===== config.mk =====
export PLATFORM = sky130hd
export DESIGN_NAME = tag_freelist
export DESIGN_NICKNAME = d
export VERILOG_FILES = /design/src/rtl/tag_freelist.sv
export SDC_FILE = /design/constraint.sdc
export NUM_CORES = 1
export LEC_CHECK = 0
export CAP_MARGIN = 40
export CORE_MARGIN = 1.5
export CORE_UTILIZATION = 29
export DETAILED_ROUTE_END_ITERATION = 10
export PLACE_DENSITY = 0.4
export SYNTH_ARGS = -nofsm -noshare
export SYNTH_HDL_FRONTEND = slang
export SYNTH_SLANG_ARGS = --single-unit

===== constraint.sdc =====
create_clock -name clk -period 7.8 [get_ports clk]
set_input_delay 1.56 -clock clk [delete_from_list [all_inputs] [get_ports clk]]
set_output_delay 1.56 -clock clk [all_outputs]
set_load 0.01 [all_outputs]

===== src/rtl/tag_freelist.sv =====
// tag_freelist
// Free list of rename tags for the register alias table. The free tags sit in
// a DEPTH-entry circular buffer. Allocation takes the tag at the head, and a
// free appends the returned tag at the tail. After reset or recover the list
// is full and holds 0..DEPTH-1 in order.
//
// Ports
//   clk          single clock, all state updates on posedge
//   rst          synchronous active-high reset, highest priority
//   alloc_req    rename stage asks for one tag this cycle
//   alloc_valid  a free tag is on alloc_tag (list not empty)
//   alloc_tag    tag at the list head, drives the alias table res_tag
//   free_en      return one tag this cycle
//   free_tag     tag being returned
//   recover      mispredict recovery, refills the list to 0..DEPTH-1
//   count        number of free tags held (0..DEPTH)
//   empty        count == 0
//   full         count == DEPTH
//   overflow     sticky, set by a free attempted while full, cleared by rst only
module tag_freelist #(
  parameter int TAGW = 6
) (
  input  logic            clk,
  input  logic            rst,
  input  logic            alloc_req,
  output logic            alloc_valid,
  output logic [TAGW-1:0] alloc_tag,
  input  logic            free_en,
  input  logic [TAGW-1:0] free_tag,
  input  logic            recover,
  output logic [TAGW:0]   count,
  output logic            empty,
  output logic            full,
  output logic            overflow
);

  localparam int DEPTH = 1 << TAGW;
  localparam logic [TAGW:0] DEPTH_CNT = (TAGW+1)'(DEPTH);

  logic [TAGW-1:0] tagBuf_q [DEPTH];
  logic [TAGW-1:0] head_q, head_d;
  logic [TAGW-1:0] tail_q, tail_d;
  logic [TAGW:0]   count_q, count_d;
  logic            overflow_q, overflow_d;
  logic            doAlloc, doFree;

  // All outputs come from registered state only. A tag freed while the list
  // is empty therefore first shows up on the cycle after the free.
  assign empty       = (count_q == '0);
  assign full        = (count_q == DEPTH_CNT);
  assign alloc_valid = !empty;
  assign alloc_tag   = tagBuf_q[head_q];
  assign count       = count_q;
  assign overflow    = overflow_q;

  // Each side is gated only by its own blocking condition. When the list is
  // empty, alloc+free performs only the free. When it is full, alloc+free
  // performs only the alloc. The pointers wrap by natural overflow.
  always_comb begin
    doAlloc    = alloc_req && !empty;
    doFree     = free_en && !full;
    head_d     = doAlloc ? head_q + TAGW'(1) : head_q;
    tail_d     = doFree ? tail_q + TAGW'(1) : tail_q;
    count_d    = count_q;
    overflow_d = overflow_q | (free_en && full);
    case ({doAlloc, doFree})
      2'b10:   count_d = count_q - (TAGW+1)'(1);
      2'b01:   count_d = count_q + (TAGW+1)'(1);
      default: count_d = count_q;
    endcase
  end

  // rst refills the list and clears overflow. recover refills the list but
  // keeps overflow. Each discards the alloc/free requests of its cycle.
  always_ff @(posedge clk) begin
    if (rst) begin
      for (int i = 0; i < DEPTH; i++) begin
        tagBuf_q[i] <= TAGW'(i);
      end
      head_q     <= '0;
      tail_q     <= '0;
      count_q    <= DEPTH_CNT;
      overflow_q <= 1'b0;
    end else if (recover) begin
      for (int i = 0; i < DEPTH; i++) begin
        tagBuf_q[i] <= TAGW'(i);
      end
      head_q  <= '0;
      tail_q  <= '0;
      count_q <= DEPTH_CNT;
    end else begin
      if (doFree) begin
        tagBuf_q[tail_q] <= free_tag;
      end
      head_q     <= head_d;
      tail_q     <= tail_d;
      count_q    <= count_d;
      overflow_q <= overflow_d;
    end
  end

endmodule


==> flow_summary_export.csv, run 1 <==
group,metric,value,unit
outcome,status,"finished clean",
sta,min_period,5.86,ns
clock_tree,numClockSinks,410,
routing,first_pass_iters,5,
setup_path,endpoint_kind,"output port",
setup_path,r2r_start,"count[3]",
synthesis,ys_warn_count,0,
synthesis,ys_types,56,
global_routing,grt_pass1_wl,91.4,mm
routing,drc_errors,0,
routing,vias,12500,
routing,wl,62.6,mm
clock_tree,h-tree-depth,2,
synthesis,synth_nets,1493,
hold_path,hp-start,"overflow",
cells_and_area,nNetsFinal,1488,
cells_and_area,regArea,0.0121,mm^2
setup_path,arrival,4.30,ns
synthesis,synth-main-ff-cell,"edfxtp_1",
setup_path,critPathMaxFanout,51,
global_routing,grt_overflow_total,0,
power,leakagePower,6.78,nW
power,finalPower,5.64,mW
job,maxCapViolations,0,
routing,routed_via_density,5.28,
global_routing,first_global_vias,12500,
setup_path,critPathRequiredTime,6.24,ns
sta,fmax,171,MHz
sta,fin_skew,0.0258,ns
sta,slew_viol_final,0,
sta,report.final.hold_viol_count,0,
clock_tree,cts_setup_buffers,0,
synthesis,yosys-top-cells-area,"edfxtp_1 (60%), mux4_2 (9.9%), nand2_1 (3.8%)",
setup_path,max_stage_delay,0.78,ns
cells_and_area,multiInputGateArea,0.00641,mm^2
floorplan,io_pins,28,
setup_path,path_cells,"buf_4, mux4_2, mux2i_1, mux2_2, a2111oi_0, or3_1, clkdlybuf4s50_1",
placement,placement.io_buffers,27,
synthesis,async_flop_share,0,
global_routing,antenna_found_initial,1,
synthesis,syn_avg_cell_area,13.0,um^2
cells_and_area,layout.cells.non_filler,2362,
synthesis,yosysMostFrequentCell,"edfxtp_1",
floorplan,dieArea,0.0674,mm^2
synthesis,synth_common_cells,"edfxtp_1 (384), nand2_1 (192), nor2_1 (150)",
sta,max_slew_margin,0.391,
power,ir_worst_vdd,229,uV
clock_tree,clock_latency,0.60,ns
routing,drtIter0Drc,1443,
clock_tree,clockBufferDepth,3,
placement,dp.cells,2267,
placement,dp_hpwl,39.9,mm
sta,min_period_over_period,0.751,
clock_tree,cts_tree,"yes",
cells_and_area,syn2layout_area_growth,14.9,%
global_routing,grt_max_degree,58,
hold_path,hp-class,"reg -> reg",
cells_and_area,drive_gt1_frac,0.175,
synthesis,syn_area,0.0191,mm^2
floorplan,die_x,260,um
synthesis,yosysTopAreaCell,"edfxtp_1",
synthesis,synth-edff-count,384,
floorplan,start_util,0.295,
sta,setup_viol,0,
clock_tree,clk_pin_slew,0.06,ns
synthesis,synth_top_cell_area_share,0.604,
setup_path,cpMaxStageDelayCell,"dfxtp_4",
placement,place.gp.congestion,0.802,
clock_tree,cts_root_buffer,"clkbuf_16",
routing,wl_per_cell,26.5,um
synthesis,yosysSeqAreaShare,0.631,
floorplan,fp-row-count,93,
synthesis,ys_ff_latch,410,
clock_tree,cts_resized,0,
routing,final_antenna_net_count,0,
synthesis,synthCells,1472,
floorplan,die_h,260,um
sta,fin_setup_tns,0,ns
clock_tree,ctsHoldBuffers,0,
setup_path,critPathLaunchType,"flip-flop",
floorplan,core_region_area,0.0648,mm^2
cells_and_area,n_fill_cell,6349,
cells_and_area,antenna-diode-count,0,
power,powerDensity,257,mW/mm^2
setup_path,worstSetupPathType,"reg -> out",
global_routing,grt_usage,0.187,
clock_tree,cts_buffers,49,
sta,rsz0062_at_grt,"no",
sta,max_slew.worst_pin.slew,0.914,ns
==> cell usage in the layout (no fill, tap or decap), types with 11 or more instances in the layout <==
cell and instances:
a2111oi_0 11, a211oi_1 14, buf_4 38, clkbuf_16 51, clkdlybuf4s50_1 27, clkinv_1 16, dfxtp_1 23, edfxtp_1 384
mux2i_1 25, mux4_2 84, nand2_1 192, nand3_1 113, nor2_1 148, nor2b_1 32, nor3_1 85, nor3_2 20
o21ai_0 33, or3_1 21
==> logic make-up after synthesis <==
family          after synthesis  share of synthesized area
compound gates              111                     0.0405
xor+xnor                     12                    0.00550
fa+ha+maj                    10                    0.00694
buf+inv                     153                     0.0360
flops                       410                      0.631
mux                         116                      0.116
simple gates                660                      0.164
==> layer usage <==
layer	share of wire	wire [um]	GRT usage	vias to the layer above
met2	0.46	28800	0.291	412
met3	0.056	3480	0.0283	70
met5	0	0	0	-
li1	-	-	-	5538
met4	0.019	1220	0.0505	0
met1	0.47	29100	0.271	6456
==> critical path, delay by kind of cell (launching register included) <==
family	cells	cell delay, ns
mux	3	0.78
flops	1	0.78
compound gates	1	0.56
simple gates	1	0.27
buf+inv	2	1.28
==> area by class of cell <==
class,instances,area share
Sequential cell,410,0.549
Multi-Input combinational cell,909,0.292
Clock buffer,60,0.0601
Tap cell,855,0.0487
Timing Repair Buffer,84,0.0352
Clock inverter,31,0.0124
Inverter,13,0.00222
==> power breakdown <==
| group | total [mW] | internal [mW] | switching (mW) |
|---|---|---|---|
| sequential | 2.59 | 2.51 | 0.0746 |
| combinational | 0.745 | 0.301 | 0.443 |
| clock | 2.31 | 1.36 | 0.946 |
==> state kept, by name, indices dropped and copies added, names as in the netlist, named ones only <==
name,flops
tagBuf_q,384
count,7
head_q,6
tail_q,6
overflow,1
==> worst paths after layout <==
kind	end	slack, ns	depth (start not counted)
worst max register to register	count[6]	4.43	11
worst min register to register	overflow	0.49	1
worst min-delay path	overflow	0.49	1
worst max-delay path	alloc_tag[0]	1.94	7
==> metrics by stage <==
| stage | setup slack (ns) | utilization | hold WS [ns] | cell area, um^2 |
|---|---|---|---|---|
| final | 1.94 | 0.339 | 0.489 | 22000 |
| after global placement | 2.65 | 0.311 | 0.463 | 20200 |
| after CTS | 1.97 | 0.338 | 0.481 | 21900 |
| after global routing | 1.92 | 0.339 | 0.496 | 22000 |
| after floorplan | 4.00 | - | 0.467 | 19100 |
| after detailed placement | 2.61 | 0.314 | 0.463 | 20300 |
No activity file was read; power rests on OpenSTA's default activity.
==> inputs of run 2 (changes only) <==
--- a/config.mk
+++ b/config.mk
@@ -9,7 +9,7 @@
 export CORE_MARGIN = 1.5
 export CORE_UTILIZATION = 29
 export DETAILED_ROUTE_END_ITERATION = 10
-export PLACE_DENSITY = 0.4
+export PLACE_DENSITY = 0.42
 export SYNTH_ARGS = -nofsm -noshare
 export SYNTH_HDL_FRONTEND = slang
 export SYNTH_SLANG_ARGS = --single-unit
==> constraint.sdc (replaced) <==
create_clock -name clk -period 4.87 [get_ports clk]
set_input_delay 0.974 -clock clk [delete_from_list [all_inputs] [get_ports clk]]
set_output_delay 0.974 -clock clk [all_outputs]
set_load 0.01 [all_outputs]
==> run 2 against run 1 <==
  * Clock skew shrank 0.00067 ns
  * Critical path type unchanged
  * Highest routed layer unchanged
  * Critical endpoint is now alloc_tag[5]
  * Sequential power increased by 60%
  * Combinational power rose by 61%
  * Power increased by 57%
  * Cell count grew 1.3%
  * Register-to-register slack worse by 2.9 ns
==> flow_summary_export.csv, run 2 (synthesis results as in run 1) <==
group,metric,value,unit
floorplan,die_x,260,um
routing,wl_per_cell,25.8,um
placement,dp_hpwl,41.5,mm
power,ir_worst_vdd,330,uV
power,finalPower,8.85,mW
placement,placement.io_buffers,27,
clock_tree,h-tree-depth,2,
power,powerDensity,399,mW/mm^2
cells_and_area,most-common-layout-cells,"edfxtp_1 (384), nand2_1 (192), nor2_1 (148)",
routing,drtIter0Drc,1010,
sta,max_slew.worst_pin.slew,0.880,ns
clock_tree,cts_root_buffer,"clkbuf_16",
setup_path,critPathLaunchType,"flip-flop",
job,maxCapViolations,0,
sta,max_slew_margin,0.407,
global_routing,grt_usage,0.183,
setup_path,path_cells,"buf_4, mux4_2, nor2b_1, o41ai_1, a22oi_1, o21ai_0, clkdlybuf4s50_1",
power,leakagePower,6.93,nW
cells_and_area,final_common_cell,"edfxtp_1",
floorplan,die_h,260,um
routing,wl,61.8,mm
sta,setup_viol,0,
placement,place.gp.congestion,0.829,
routing,vias,12500,
routing,first_pass_iters,5,
floorplan,dieArea,0.0674,mm^2
setup_path,cp.depth,7,
sta,fin_skew,0.0251,ns
global_routing,grt_overflow_total,0,
routing,final_antenna_net_count,0,
hold_path,hp-class,"reg -> reg",
sta,fmax,214,MHz
setup_path,worstSetupPathType,"reg -> out",
cells_and_area,syn2layout_area_growth,16.1,%
clock_tree,cts_tree,"yes",
clock_tree,clk_pin_slew,0.05,ns
clock_tree,clockBufferDepth,3,
setup_path,path_buf_inv,2,
routing,drc_errors,0,
setup_path,max_stage_delay,0.63,ns
floorplan,start_util,0.295,
setup_path,critPathMaxFanout,22,
sta,min_period,4.66,ns
placement,placed_area,0.0206,mm^2
hold_path,min_path_cells,1,
sta,fin_setup_tns,0,ns
cells_and_area,largest_register,"tagBuf_q",
cells_and_area,largest_reg_flops,384,
floorplan,core_region_area,0.0648,mm^2
sta,setup_slack,0.207,ns
sta,min_period_over_period,0.958,
global_routing,antenna_found_initial,1,
clock_tree,numClockSinks,410,
sta,rsz0062_at_grt,"no",
cells_and_area,antenna-diode-count,0,
routing,routed_via_density,5.24,
sta,slew_viol_final,0,
setup_path,endpoint_kind,"output port",
outcome,status,"finished clean",
floorplan,io_pins,28,
global_routing,grt_pass1_wl,89.7,mm
cells_and_area,drive_gt1_frac,0.194,
clock_tree,cts_buffers,49,
global_routing,first_global_vias,12700,
placement,dp_slack,0.697,ns
cells_and_area,fin_area,0.0222,mm^2
setup_path,arrival,3.69,ns
setup_path,cpMaxStageDelayCell,"dfxtp_4",
setup_path,reg2reg_depth,11,
cells_and_area,nNetsFinal,1521,
global_routing,grt_max_degree,52,
cells_and_area,n_fill_cell,6310,
floorplan,fp-row-count,93,
setup_path,critPathRequiredTime,3.90,ns
clock_tree,ctsHoldBuffers,0,
setup_path,cpLargestDelayFamily,"compound AO/OA/AOI/OAI gates",
sta,report.final.hold_viol_count,0,
clock_tree,clock_latency,0.60,ns
[run 2: changes by cell type in the layout (fill, tap and decap cells not counted), sizes merged]
cell	change
buf	+35
bufinv	-4
clkbuf	+5
clkinv	-2
clkinvlp	-1
inv	-2
[run 2: where the power goes]
part	internal, mW	switching, mW	total (mW)
combinational	0.498	0.698	1.20
sequential	4.02	0.123	4.15
clock	2.03	1.48	3.51
total	6.55	2.30	8.85
[run 2: metal layers]
layer	track usage	routed length [um]	share of wire
met4	0.0462	1080	0.017
met3	0.0268	3430	0.055
met2	0.298	29200	0.47
met1	0.257	28100	0.45
met5	0	0	0
[run 2: worst register-to-register path, stage by stage, from the launching register on]
cell	delay [ns]
dfxtp_1	0.37
or4_1	0.53
o41a_1	0.42
inv_1	0.18
ha_1	0.23
inv_1	0.16
fa_1	0.43
a21o_1	0.17
a21oi_1	0.30
nand4b_1	0.18
a31o_2	0.16
nand3_1	0.06
[run 2: layout make-up]
class | instances | area, um^2 | share of cell area
clock buffer | 67 | 1390 | 0.0625
multi-input combinational | 909 | 6410 | 0.289
inverter | 13 | 50.0 | 0.00226
timing repair buffer | 117 | 1060 | 0.0479
clock inverter | 22 | 129 | 0.00581
sequential | 410 | 12100 | 0.544
tap | 855 | 1070 | 0.0482
[run 2: worst paths after layout]
path,start,to,slack (ns)
min,overflow,overflow,0.51
min reg2reg,overflow,overflow,0.51
max reg2reg,count[2],count[6],1.55
max,flip-flop,alloc_tag[5],0.21
[run 2: per-stage QoR]
stage,instances,util,hold slack [ns]
after detailed placement,2302,0.318,0.484
after floorplan,1472,-,0.467
after global placement,2290,0.316,0.450
after CTS,2391,0.341,0.502
after global routing,2393,0.342,0.538
final,2393,0.342,0.508
[run 2: timing repair]
action                                 4_1_cts  5_1_grt
endpoints found under the hold margin        0        0
setup buffers                                0        2
gates resized for setup                      0        2
setup endpoints to repair                    0        1
==> inputs of run 3 (changes only) <==
==> constraint.sdc (replaced) <==
create_clock -name clk -period 4.87 [get_ports clk]
set_input_delay 0.7305 -clock clk [delete_from_list [all_inputs] [get_ports clk]]
set_output_delay 0.7305 -clock clk [all_outputs]
set_load 0.01 [all_outputs]
==> run 3 against run 2 <==
  * Maximum frequency down 1.1%
  * Global-route usage down 0.093 points
  * Register-to-register slack improved by 0.03 ns
  * Sequential cell count unchanged
  * Critical path type unchanged
  * Highest routed layer unchanged
  * Die area stayed put
==> flow_summary_export.csv, run 3 (synthesis results as in run 1) <==
group,metric,value,unit
outcome,status,"finished clean",
clock_tree,h-tree-depth,2,
power,power_frac_comb,0.135,
placement,dp_hpwl,41.6,mm
floorplan,die_x,260,um
sta,max_slew_margin,0.407,
global_routing,grt_pass1_wl,89.1,mm
cells_and_area,fin_area,0.0220,mm^2
routing,first_pass_iters,5,
cells_and_area,largest_register,"tagBuf_q",
floorplan,dieArea,0.0674,mm^2
job,maxCapViolations,0,
cells_and_area,syn2layout_area_growth,15.1,%
setup_path,cpLargestDelayFamily,"compound AO/OA/AOI/OAI gates",
setup_path,max_stage_delay,0.77,ns
clock_tree,ctsHoldBuffers,0,
sta,fmax,212,MHz
setup_path,endpoint_kind,"output port",
global_routing,grt_overflow_total,0,
sta,fin_setup_tns,0,ns
sta,slew_viol_final,0,
global_routing,grt_usage,0.183,
power,p_switching,2.25,mW
clock_tree,cts_buffers,48,
sta,fin_skew,0.0200,ns
power,p_sw_frac,0.260,
setup_path,critPathLaunchType,"flip-flop",
floorplan,core_region_area,0.0648,mm^2
cells_and_area,drive_gt1_frac,0.187,
setup_path,path_buf_inv,2,
routing,vias,12600,
power,powerDensity,395,mW/mm^2
sta,report.final.hold_viol_count,0,
hold_path,hp-class,"reg -> reg",
hold_path,min_path_cells,1,
sta,rsz0062_at_grt,"no",
routing,drtIter0Drc,1279,
placement,dp.cells,2297,
cells_and_area,largest_reg_flops,384,
setup_path,arrival,3.98,ns
setup_path,critPathMaxFanout,22,
clock_tree,clk_pin_slew,0.06,ns
routing,drc_errors,0,
setup_path,path_cells,"buf_4, mux4_2, nor2b_1, o41ai_1, a22oi_1, o21ai_0, clkdlybuf4s50_1",
power,clkPwrFrac,0.387,
cells_and_area,n_fill_cell,6308,
routing,wl_per_cell,25.9,um
sta,setup_viol,0,
clock_tree,clockBufferDepth,3,
cells_and_area,multiInputGateArea,0.00641,mm^2
global_routing,antenna_found_initial,1,
cells_and_area,antenna-diode-count,0,
sta,min_period_over_period,0.968,
setup_path,cpMaxStageDelayCell,"o41ai_1",
floorplan,fp-row-count,93,
setup_path,worstSetupPathType,"reg -> out",
power,ir_worst_vdd,292,uV
cells_and_area,most-common-layout-cells,"edfxtp_1 (384), nand2_1 (192), nor2_1 (148)",
routing,routed_via_density,5.30,
sta,max_slew.worst_pin.slew,0.880,ns
clock_tree,numClockSinks,410,
global_routing,grt_max_degree,56,
global_routing,first_global_vias,12800,
routing,final_antenna_net_count,0,
floorplan,start_util,0.295,
placement,placed_area,0.0205,mm^2
power,p_int,6.43,mW
placement,place.gp.congestion,0.820,
cells_and_area,final_common_cell,"edfxtp_1",
cells_and_area,regArea,0.0121,mm^2
clock_tree,cts_tree,"yes",
routing,wl,61.8,mm
floorplan,io_pins,28,
setup_path,critPathRequiredTime,4.14,ns
clock_tree,clock_latency,0.59,ns
setup_path,cp.depth,7,
setup_path,reg2reg_depth,11,
floorplan,die_h,260,um
clock_tree,cts_root_buffer,"clkbuf_16",
power,leakagePower,6.84,nW
cells_and_area,nNetsFinal,1515,
cells_and_area,layout.cells.non_filler,2382,
sta,min_period,4.71,ns
placement,placement.io_buffers,27,
power,power_frac_seq,0.478,
[run 3: final timing paths]
| check | from | end | slack (ns) |
|---|---|---|---|
| min | overflow | overflow | 0.48 |
| max reg2reg | count[3] | count[6] | 1.58 |
| min reg2reg | overflow | overflow | 0.48 |
| max | flip-flop | alloc_tag[4] | 0.16 |
[run 3: through the flow]
step | hold slack (ns) | total power [mW] | setup WS (ns) | util
floorplan | 0.467 | 4.93 | 1.90 | -
global placement | 0.461 | 5.39 | 0.563 | 0.315
detailed placement | 0.461 | 5.40 | 0.512 | 0.317
CTS | 0.479 | 8.77 | 0.0148 | 0.339
global route | 0.523 | 9.01 | 0.120 | 0.339
finish | 0.484 | 8.68 | 0.155 | 0.339
[run 3: area by class of cell]
class | count | area share
inverters | 13 | 0.00222
repair buffers | 112 | 0.0441
flip-flops and latches | 410 | 0.548
well taps | 855 | 0.0486
multi-input cells | 909 | 0.292
clock inverters | 19 | 0.00569
clock buffers | 64 | 0.0593
[run 3: repair_timing]
item	in CTS	in global routing
cloned	0	0
resized for setup	1	0
endpoints found under the hold margin	0	0
buffers inserted	0	2
setup endpoints to repair	1	3
[run 3: power by group through the flow]
| stage | clock, mW | combinational, mW | sequential (mW) |
|---|---|---|---|
| 6_report | 3.36 | 1.18 | 4.15 |
| 5_1_grt | 3.56 | 1.28 | 4.17 |
| 4_1_cts | 3.44 | 1.18 | 4.16 |
| 3_5_place_dp | 0 | 1.17 | 4.23 |
| 3_3_place_gp | 0 | 1.16 | 4.23 |
| 2_1_floorplan | 0 | 0.770 | 4.16 |
[run 3: worst register-to-register path: cells and delay by family (launching register included)]
kind	cells	cell delay, ns
compound gates	5	1.26
fa+ha+maj	2	0.66
simple gates	2	0.59
flops	1	0.38
buf+inv	2	0.35
[run 3: routing by layer]
metal  part of all wire  GRT usage
met5                  0          0
met4              0.022     0.0447
met3              0.070     0.0370
met2               0.47      0.295
met1               0.44      0.251
==> patch: new RTL, settings of run 2 <==
`TAGW`: 6 -> 5.
--- a/src/rtl/tag_freelist.sv
+++ b/src/rtl/tag_freelist.sv
@@ -18,7 +18,7 @@
 //   full         count == DEPTH
 //   overflow     sticky, set by a free attempted while full, cleared by rst only
 module tag_freelist #(
-  parameter int TAGW = 6
+  parameter int TAGW = 5
 ) (
   input  logic            clk,
   input  logic            rst,
Ports: changed (resized alloc_tag, count and free_tag); port bits go from 28 to 25. The function was not compared with the original's and may differ.
==> patch against run 2 <==
Clock power fell by 62%. Worst setup slack improved by 520 ps. Via count fell by 57%. Final cell count fell by 54%. Sequential cell count fell by 228. Routed wire length fell by 65%. Cell area fell by 56%. Sequential power fell by 56%. Synthesized area fell by 55%. Total power fell by 57%. Combinational power fell by 47%. Core utilization fell by 1.0 points. Clock skew fell by 11 ps. Critical path type unchanged. Critical endpoint is now alloc_tag[4]. Largest power group unchanged.
==> patch: results (changes against run 2) <==
* Outcome: complete, no violations
* Via count at 5396 (-57%)
* Final hold slack at 504 ps (-3.71 ps)
* Post-synth EDFFs at 160 (-58%)
* Leading post-synthesis cells by cell area: edfxtp_1, mux4_2, dfxtp_1
* Setup Skew at 13.8 ps (-11.3 ps)
* Cts bufs inserted at 17 (-65%)
* Largest fanout on the critical path at 24 (+9.1%)
* Reg-to-reg startpoint: count[0]
* R2R depth at 9 (-2)
* Antenna violations before repair at 0 (-1)
* Synth cell types at 48 (-14%)
* R2r setup slk at 1820 ps (+270 ps)
* Worst VDD drop at 0.270 mV (-18%)
* Number of global-route vias before repair at 5541 (-57%)
* Critical Path AT at 3170 ps (-520 ps)
* Pre-CTS setup slack at 1190 ps (+496 ps)
* Compound-Gate Fraction of Synth Area at 5.46% (+1.4 points)
* Global-route wire length before repair at 34.1 mm (-62%)
* Multiplexer share of the synthesized area at 10.2% (-1.5 points)
* Detailed Route WL at 21.9 mm (-65%)
* Cell Count Post-Placement at 1064 (-54%)
* Clock slew at reported path FFs at 70 ps (+20 ps)
* Post-DR vias/cell at 4.92 (-6.0%)
* Worst slew pin tran at 804 ps (-75.8 ps)
* Slowest CP cell: mux4_2
* Worst-skew pair later-pin latency at 430 ps (-170 ps)
* Final net count at 714 (-53%)
* FILL cells at 2948 (-53%)
* Register area share after synthesis at 60.6% (-2.5 points)
* DRT iter0 DRCs at 439 (-57%)
* RD Place Congestion at 0.783 (-5.6%)
* Placed cell areas at 0.00923 mm² (-55%)
* Share of layout cells above drive strength 1 at 14.4% (-4.9 points)
* Leak at 0.00331 µW (-52%)
* Adder-cell share of the synthesized area at 1.68% (+0.98 points)
* Post-DP HPWL at 14.5 mm (-65%)
* Critical path's top delay family: buffers and inverters
* Syn nets at 716 (-52%)
* Commonest cells in the netlist: edfxtp_1, nand2_1, nor2_1, nand3_1, mux2i_1
* Total Routing Usage GR at 14.9% (-3.5 points)
* Port Buffer Count at 24 (-11%)
* Synth Area in XOR/XNOR at 0.910% (+0.36 points)
* Clock buffer depth at 2 (-1)
* Avg Cell Area, Syn at 12.5 µm² (-4.0%)
* R2r endpoint: count[5]
patch: metal layers:
layer	share of wire (%)	track usage (%)	up-vias
met4	1.4	3.88	0
li1	-	-	2546
met1	48	20.5	2718
met2	47	24.0	118
met5	0	0	-
met3	3.0	2.79	14
patch: worst max path at each step:
stage              from           end  slack, ps  cells after the start
5_1_grt            flop  alloc_tag[4]        640                      6
4_1_cts            flop  alloc_tag[4]        720                      6
3_3_place_gp       flop  alloc_tag[4]       1180                      6
6_report           flop  alloc_tag[4]        730                      6
2_1_floorplan  count[0]      count[5]       2030                     11
3_5_place_dp       flop  alloc_tag[4]       1190                      6
patch: power breakdown:
group          total, µW  internal (µW)  switching [µW]
sequential          1840           1770            71.9
clock               1330            676             654
combinational        634            273             361
patch: worst reg2reg max path, stage by stage, from the launching register on:
cell      delay (ps)
dfxtp_1          400
or4_4            670
o31ai_4          350
ha_1             280
inv_1            130
ha_1             350
and4b_1          210
a211oi_1         280
a31o_2           190
nand3_1           60
patch: cell type report:
| cell class | count | area [µm²] | share of cell area (%) |
|---|---|---|---|
| clock buffers | 17 | 425 | 4.35 |
| clock inverters | 15 | 133 | 1.35 |
| inverters | 11 | 41.3 | 0.422 |
| multi-input cells | 446 | 3130 | 31.9 |
| flip-flops and latches | 182 | 5250 | 53.6 |
| well taps | 390 | 488 | 4.99 |
| repair buffers | 35 | 325 | 3.32 |
patch: cells by family (layout without fill, tap and decap cells):
| kind of cell | count (synthesis) | after routing |
|---|---|---|
| xor gates and xnor gates | 9 | 9 |
| AOI/OAI and AO/OA | 57 | 57 |
| buffers and inverters | 67 | 78 |
| DFF | 182 | 182 |
| muxes | 63 | 63 |
| and+or+nand+nor | 306 | 306 |
| adders and majority gates | 11 | 11 |
